`src/rtl/hpi_pkg.sv`:
```
// Shared register map and status-word layout for the HPI target model.
package hpi_pkg;

   localparam int unsigned HPI_DW = 16;

   typedef enum logic [1:0] {
      HPI_DATA    = 2'd0,
      HPI_MAILBOX = 2'd1,
      HPI_ADDRESS = 2'd2,
      HPI_STATUS  = 2'd3
   } hpi_reg_e;

   localparam int unsigned ST_MBX_OUT = 0;
   localparam int unsigned ST_MBX_IN  = 1;
   localparam int unsigned ST_OVERRUN = 2;

   // Assemble the host-visible STATUS word.
   function automatic logic [HPI_DW-1:0] status_word(input logic overrun,
                                                     input logic mbx_in_valid,
                                                     input logic mbx_out_pend);
      logic [HPI_DW-1:0] w;
      w             = '0;
      w[ST_OVERRUN] = overrun;
      w[ST_MBX_IN]  = mbx_in_valid;
      w[ST_MBX_OUT] = mbx_out_pend;
      return w;
   endfunction

endpackage

```
`src/rtl/hpi_strobe_sync.sv`:
```
// Registers the HPI pins once and turns the strobes into one-cycle access events.
module hpi_strobe_sync
   import hpi_pkg::*;
(
   input  logic              clk,
   input  logic              rst_n,
   input  logic [1:0]        addr_pin,
   input  logic [HPI_DW-1:0] data_pin,
   input  logic              rd_n_pin,
   input  logic              wr_n_pin,
   input  logic              cs_n_pin,
   output logic              rd_evt,
   output logic              wr_evt,
   output logic              rd_act,
   output hpi_reg_e          addr,
   output logic [HPI_DW-1:0] data
);

   logic              rd_act_q, rd_act_d;
   logic              wr_act_q, wr_act_d;
   logic              rd_evt_q, rd_evt_d;
   logic              wr_evt_q, wr_evt_d;
   hpi_reg_e          addr_q, addr_d;
   logic [HPI_DW-1:0] data_q, data_d;

   // Write strobe always wins over a concurrent read strobe.
   always_comb begin
      wr_act_d = ~cs_n_pin & ~wr_n_pin;
      rd_act_d = ~cs_n_pin & ~rd_n_pin & wr_n_pin;
      wr_evt_d = wr_act_d & ~wr_act_q;
      rd_evt_d = rd_act_d & ~rd_act_q;
      addr_d   = hpi_reg_e'(addr_pin);
      data_d   = data_pin;
   end

   always_ff @(posedge clk or negedge rst_n) begin
      if (!rst_n) begin
         rd_act_q <= 1'b0;
         wr_act_q <= 1'b0;
         rd_evt_q <= 1'b0;
         wr_evt_q <= 1'b0;
         addr_q   <= HPI_DATA;
         data_q   <= '0;
      end else begin
         rd_act_q <= rd_act_d;
         wr_act_q <= wr_act_d;
         rd_evt_q <= rd_evt_d;
         wr_evt_q <= wr_evt_d;
         addr_q   <= addr_d;
         data_q   <= data_d;
      end
   end

   assign rd_evt = rd_evt_q;
   assign wr_evt = wr_evt_q;
   assign rd_act = rd_act_q;
   assign addr   = addr_q;
   assign data   = data_q;

endmodule

```
`config.mk`:
```
export PLATFORM = sky130hd
export DESIGN_NAME = hpi_strobe_sync
export DESIGN_NICKNAME = d
export VERILOG_FILES = /design/src/rtl/hpi_pkg.sv /design/src/rtl/hpi_strobe_sync.sv
export SDC_FILE = /design/constraint.sdc
export NUM_CORES = 1
export LEC_CHECK = 0
export BUFFER_PORTS_ARGS = -buffer_cell sky130_fd_sc_hd__buf_2
export CORE_MARGIN = 2
export CORE_UTILIZATION = 30
export CTS_CLUSTER_DIAMETER = 80
export DETAILED_ROUTE_END_ITERATION = 16
export PLACE_DENSITY_LB_ADDON = 0.2
export SLEW_MARGIN = 30
export SYNTH_ARGS = -nofsm -noshare
export SYNTH_HDL_FRONTEND = slang
export SYNTH_SLANG_ARGS = --single-unit
```
`constraint.sdc`:
```
create_clock -name clk -period 0.8 [get_ports clk]
set_input_delay 0.12 -clock clk [delete_from_list [all_inputs] [get_ports clk]]
set_output_delay 0.12 -clock clk [all_outputs]
set_load 0.02 [all_outputs]
```
# After elaboration in Yosys (flattened, before gate mapping)
# Index checks and enable logic that the tools add are counted.
# word_totals
regBits	22
out_inout_bits	21
elab_cells	16
# op_classes
n_bitwise	10
# op_table
cell	n
bitwise AND 1 bit	5
inverter 1 bit	5

# Longest topological paths before layout
# depth
word_depth	4
ltp_mapped	1
depth_no_buf	1

# Least setup slack after synthesis
# Ideal clock, no wire load.
# synth_path
path_kind	register to register
from	reg rd_act_q (netlist: rd_act)
to	reg rd_evt_q (netlist: rd_evt)
path_stages_with_launch	2
synth_period_minus_slack_ns	0.800
path_buffers	0
path_slack_ns	0.000
required_time_ns	0.705
setup_ns	0.095
t_arrival_ns	0.705
path_cell_list	dfrtp_1 nor4b_2
# synth_between
elab_chain_cells	2
# synth_lines
element	line_no	source
start, declared	hpi_strobe_sync.sv:19	logic rd_act_q, rd_act_d;
start signal, assigned	hpi_strobe_sync.sv:45	rd_act_q <= rd_act_d;
inverter 1 bit	hpi_strobe_sync.sv:31	rd_evt_d = rd_act_d & ~rd_act_q;
bitwise AND 1 bit	hpi_strobe_sync.sv:31	
named net rd_evt_d	hpi_strobe_sync.sv:21	logic rd_evt_q, rd_evt_d;
end signal, assigned	hpi_strobe_sync.sv:47	rd_evt_q <= rd_evt_d;
end, declared	hpi_strobe_sync.sv:21	
# The timed path passes the listed nets, and every way through them passes these cells.

# Worst setup path in the final report
# layout_path
from	reg rd_act_q (netlist: rd_act)
to	out rd_act
# layout_rtl
element	line_no	source
end, declared	hpi_strobe_sync.sv:14	output logic rd_act,
# No word-level cell between the ends.

==> results by stage <==
Outcome:
- The flow ran to the end, but the final reports show violations.
- The checks that failed: negative setup slack.

STA:
- The number of max-slew violations in the final report is 0.
- The remaining max-slew budget at the tightest pin is 0.8271.
- The final hold violation count came to 0.
- The smallest clock period supported by the final layout is computed as 969.6 ps.
- Derived from the worst setup path, the maximum achievable clock frequency is 1.031 GHz.
- The slew at the pin closest to its max-slew limit is 259.4 ps.
- The clock skew after layout is 0.09534 ps.
- The worst hold slack is 6.304 ps.
- Setup slack on the critical path of the routed design comes to -169.6 ps.
- Setup repair after global routing could not meet its margin everywhere.
- Setup violations remaining at the end of the flow were counted as 22.
- In the final timing run, aggregate negative setup slack is -2922 ps.
- The share of the clock period used by the worst path after layout is 1.212.

Global route:
- Entering global routing, the biggest net connects 14 pins.
- The number of global-route vias before repair is 503.
- The total global routing overflow is 0.
- The global-route wire length before repair is 2083 µm.
- The global routing usage summed across all routing layers is 0.1371.
- The number of antenna violations at the first check in global routing came to 0.

Setup path:
- Traced cell by cell, the critical path runs through buf_6.
- On the worst path, the slowest cell contributes a delay of 420 ps.
- Data on the critical path is required at its endpoint by 680 ps.
- The worst setup path is captured at a primary output.
- The arrival time at the worst endpoint is 850 ps.
- The cell type group with the largest total delay on the critical path is flip-flops.
- The critical path is of the reg2out type.
- In this run the worst path has a maximum fanout of 2.
- The largest individual stage delay along the critical path comes from the cell dfrtp_2.
- The number of buffers and inverters on the critical path is 1.
- The launching element type of the critical path is a flop.

Yosys:
- The average cell area after synthesis is 22.38 µm².
- The number of instances in the synthesized netlist is 26.
- The number of nets in the synthesized netlist is 49.
- The count of state elements after synthesis is 22.
- The number of distinct library cells after synthesis is 5.
- The sequential-to-total area share from yosys stat is 0.9462.
- After synthesis the cells add up to 581.8 µm².
- The number of warnings printed during yosys synthesis is 0.

Placement:
- The worst setup slack after placement is 52.16 ps.
- The number of placed instances, taps included, is 95.
- The total half-perimeter wirelength after legalization and detailed placement is 850.2 µm.
- Routability-driven placement finished with a final weighted congestion of 0.6029.
- Port buffering added 43 buffers.

Floorplan:
- The floorplan step defined a die boundary enclosing 2308 µm².
- The placeable core region is 1783 µm².
- The initial standard-cell utilization of the core is 0.3263.
- The die is 48.04 µm wide.
- The die height is 48.04 µm.
- The number of placement rows is 15.
- The boundary pin count is 44.

Finish:
- The final core utilization is 0.6919.
- The filler-free cell count of the finished design is 120.
- Of the cells placed in the final design, the portion with a size suffix greater than 1 is 0.5368.
- The number of diodes is 0.
- The net count of the finished layout is 119.
- The multi-input combinational cell area is 40.04 µm².
- The total area of sequential cells is 551.8 µm².
- Leaving out fill and tap cells, the most frequent cell in the layout is buf_2.
- In the layout the commonest cells are 22 x buf_2, 21 x dfrtp_1, 21 x buf_6, 20 x dlygate4sd3_1, 3 x clkbuf_4.
- The area growth from synthesis to layout is 112.0%.
- The layout filler cell count is 137.

Clocking:
- In this run the clock root is driven by a clkbuf_4.
- The clock tree from TritonCTS is yes.
- The clock latency on the worst-skew pair is 290 ps.
- The clock net in this run drives a total of 22 sinks.
- The buffer depth of the longest clock path is 2.
- The CTS H-tree depth is 1.
- The TritonCTS buffer count is 3.
- The number of hold-repair buffers added at the cts stage is 21.
- The clock transition at the register clock pins on the worst setup and hold paths after CTS is 120 ps.

Power:
- In this run the power density over the cells is 1741 nW/µm².
- The leakage power is 0.0006059 µW.
- Across the VDD grid, the largest voltage drop is 1.052 mV.

Routing:
- The via count of the routed design is 468.
- The number of detailed-route iterations in the first pass is 2.
- In this run the remaining antenna-violating nets after routing total 0.
- Dividing the detail-routed via count by the number of cells gives 3.900.
- The detailed router's first-iteration violation count is 1.
- The per-cell routed wire length is 12.84 µm.
- The remaining design rule violation count is 0.
- The aggregate routed wire length is 1541 µm.

Flow run:
- Across the run, the number of max-cap violations was 0.

Hold path:
- The class of the most critical hold timing path is in2reg.
## cells by family (layout without fill, tap and decap cells)
kind of cell           after synthesis  in the layout  synth area share
buffers and inverters                0             69                 0
and+or+nand+nor                      4              4           0.05375
DFF                                 22             22            0.9462
## cells in the mapped netlist, drive strengths merged
cell,number,area (µm²)
nor3b,1,7.510
nor2,1,3.750
dfrtp,22,550.5
nor3,1,5.000
nor4b,1,15.01
## sequential cells by signal (all words and copies together) (netlist names)
name,flops
rd_act,1
data,16
wr_evt,1
addr,2
rd_evt,1
wr_act_q,1
## cell type report
cell class	instances	share of cell area
flip-flops and latches	22	0.4473
repair buffers	65	0.4655
clock buffers	4	0.02941
multi-input cells	4	0.03245
well taps	25	0.02536
## metal layers
metal,GRT usage,up-vias,share of wire
met5,0,-,0
met4,0.04865,0,0
met3,0.03396,0,0.058
met2,0.2693,21,0.61
met1,0.1360,226,0.33
li1,-,221,-
## path summary, 6_finish.rpt
kind / start / endpoint / slack, ps / cells past startpoint
worst min-delay path: rd_n_pin / rd_evt / 6 / 2
worst min register to register: wr_act_q / wr_evt / 400 / 1
worst max-delay path: rd_act / rd_act / -170 / 1
min in group asynchronous: rst_n / data[10] / 220 / 2
max in group asynchronous: rst_n / data[9] / 230 / 3
worst max register to register: rd_act / rd_evt / -40 / 2
## what timing repair did
| item | in CTS | in global routing |
|---|---|---|
| setup endpoints to repair | 21 | 22 |
| pin swaps | 1 | 0 |
| gates resized for setup | 42 | 1 |
| endpoints found under the hold margin | 44 | 1 |
| setup buffers | 1 | 0 |
## stage by stage
step / power [µW] / area, µm²
final: 2148 / 1234
after CTS: 2161 / 1235
after global routing: 2244 / 1234
after detailed placement: 1425 / 849.6
after floorplan: 1281 / 583.1
after global placement: 1420 / 849.6
## report_power, final
group | switching (µW) | internal, µW | total, µW | leakage, µW
logic | 151 | 219 | 370 | 0.000324
clock network | 309 | 277 | 586 | 0.0000210
registers | 25.6 | 1170 | 1190 | 0.000261
Power figures use the tool's default switching activity.
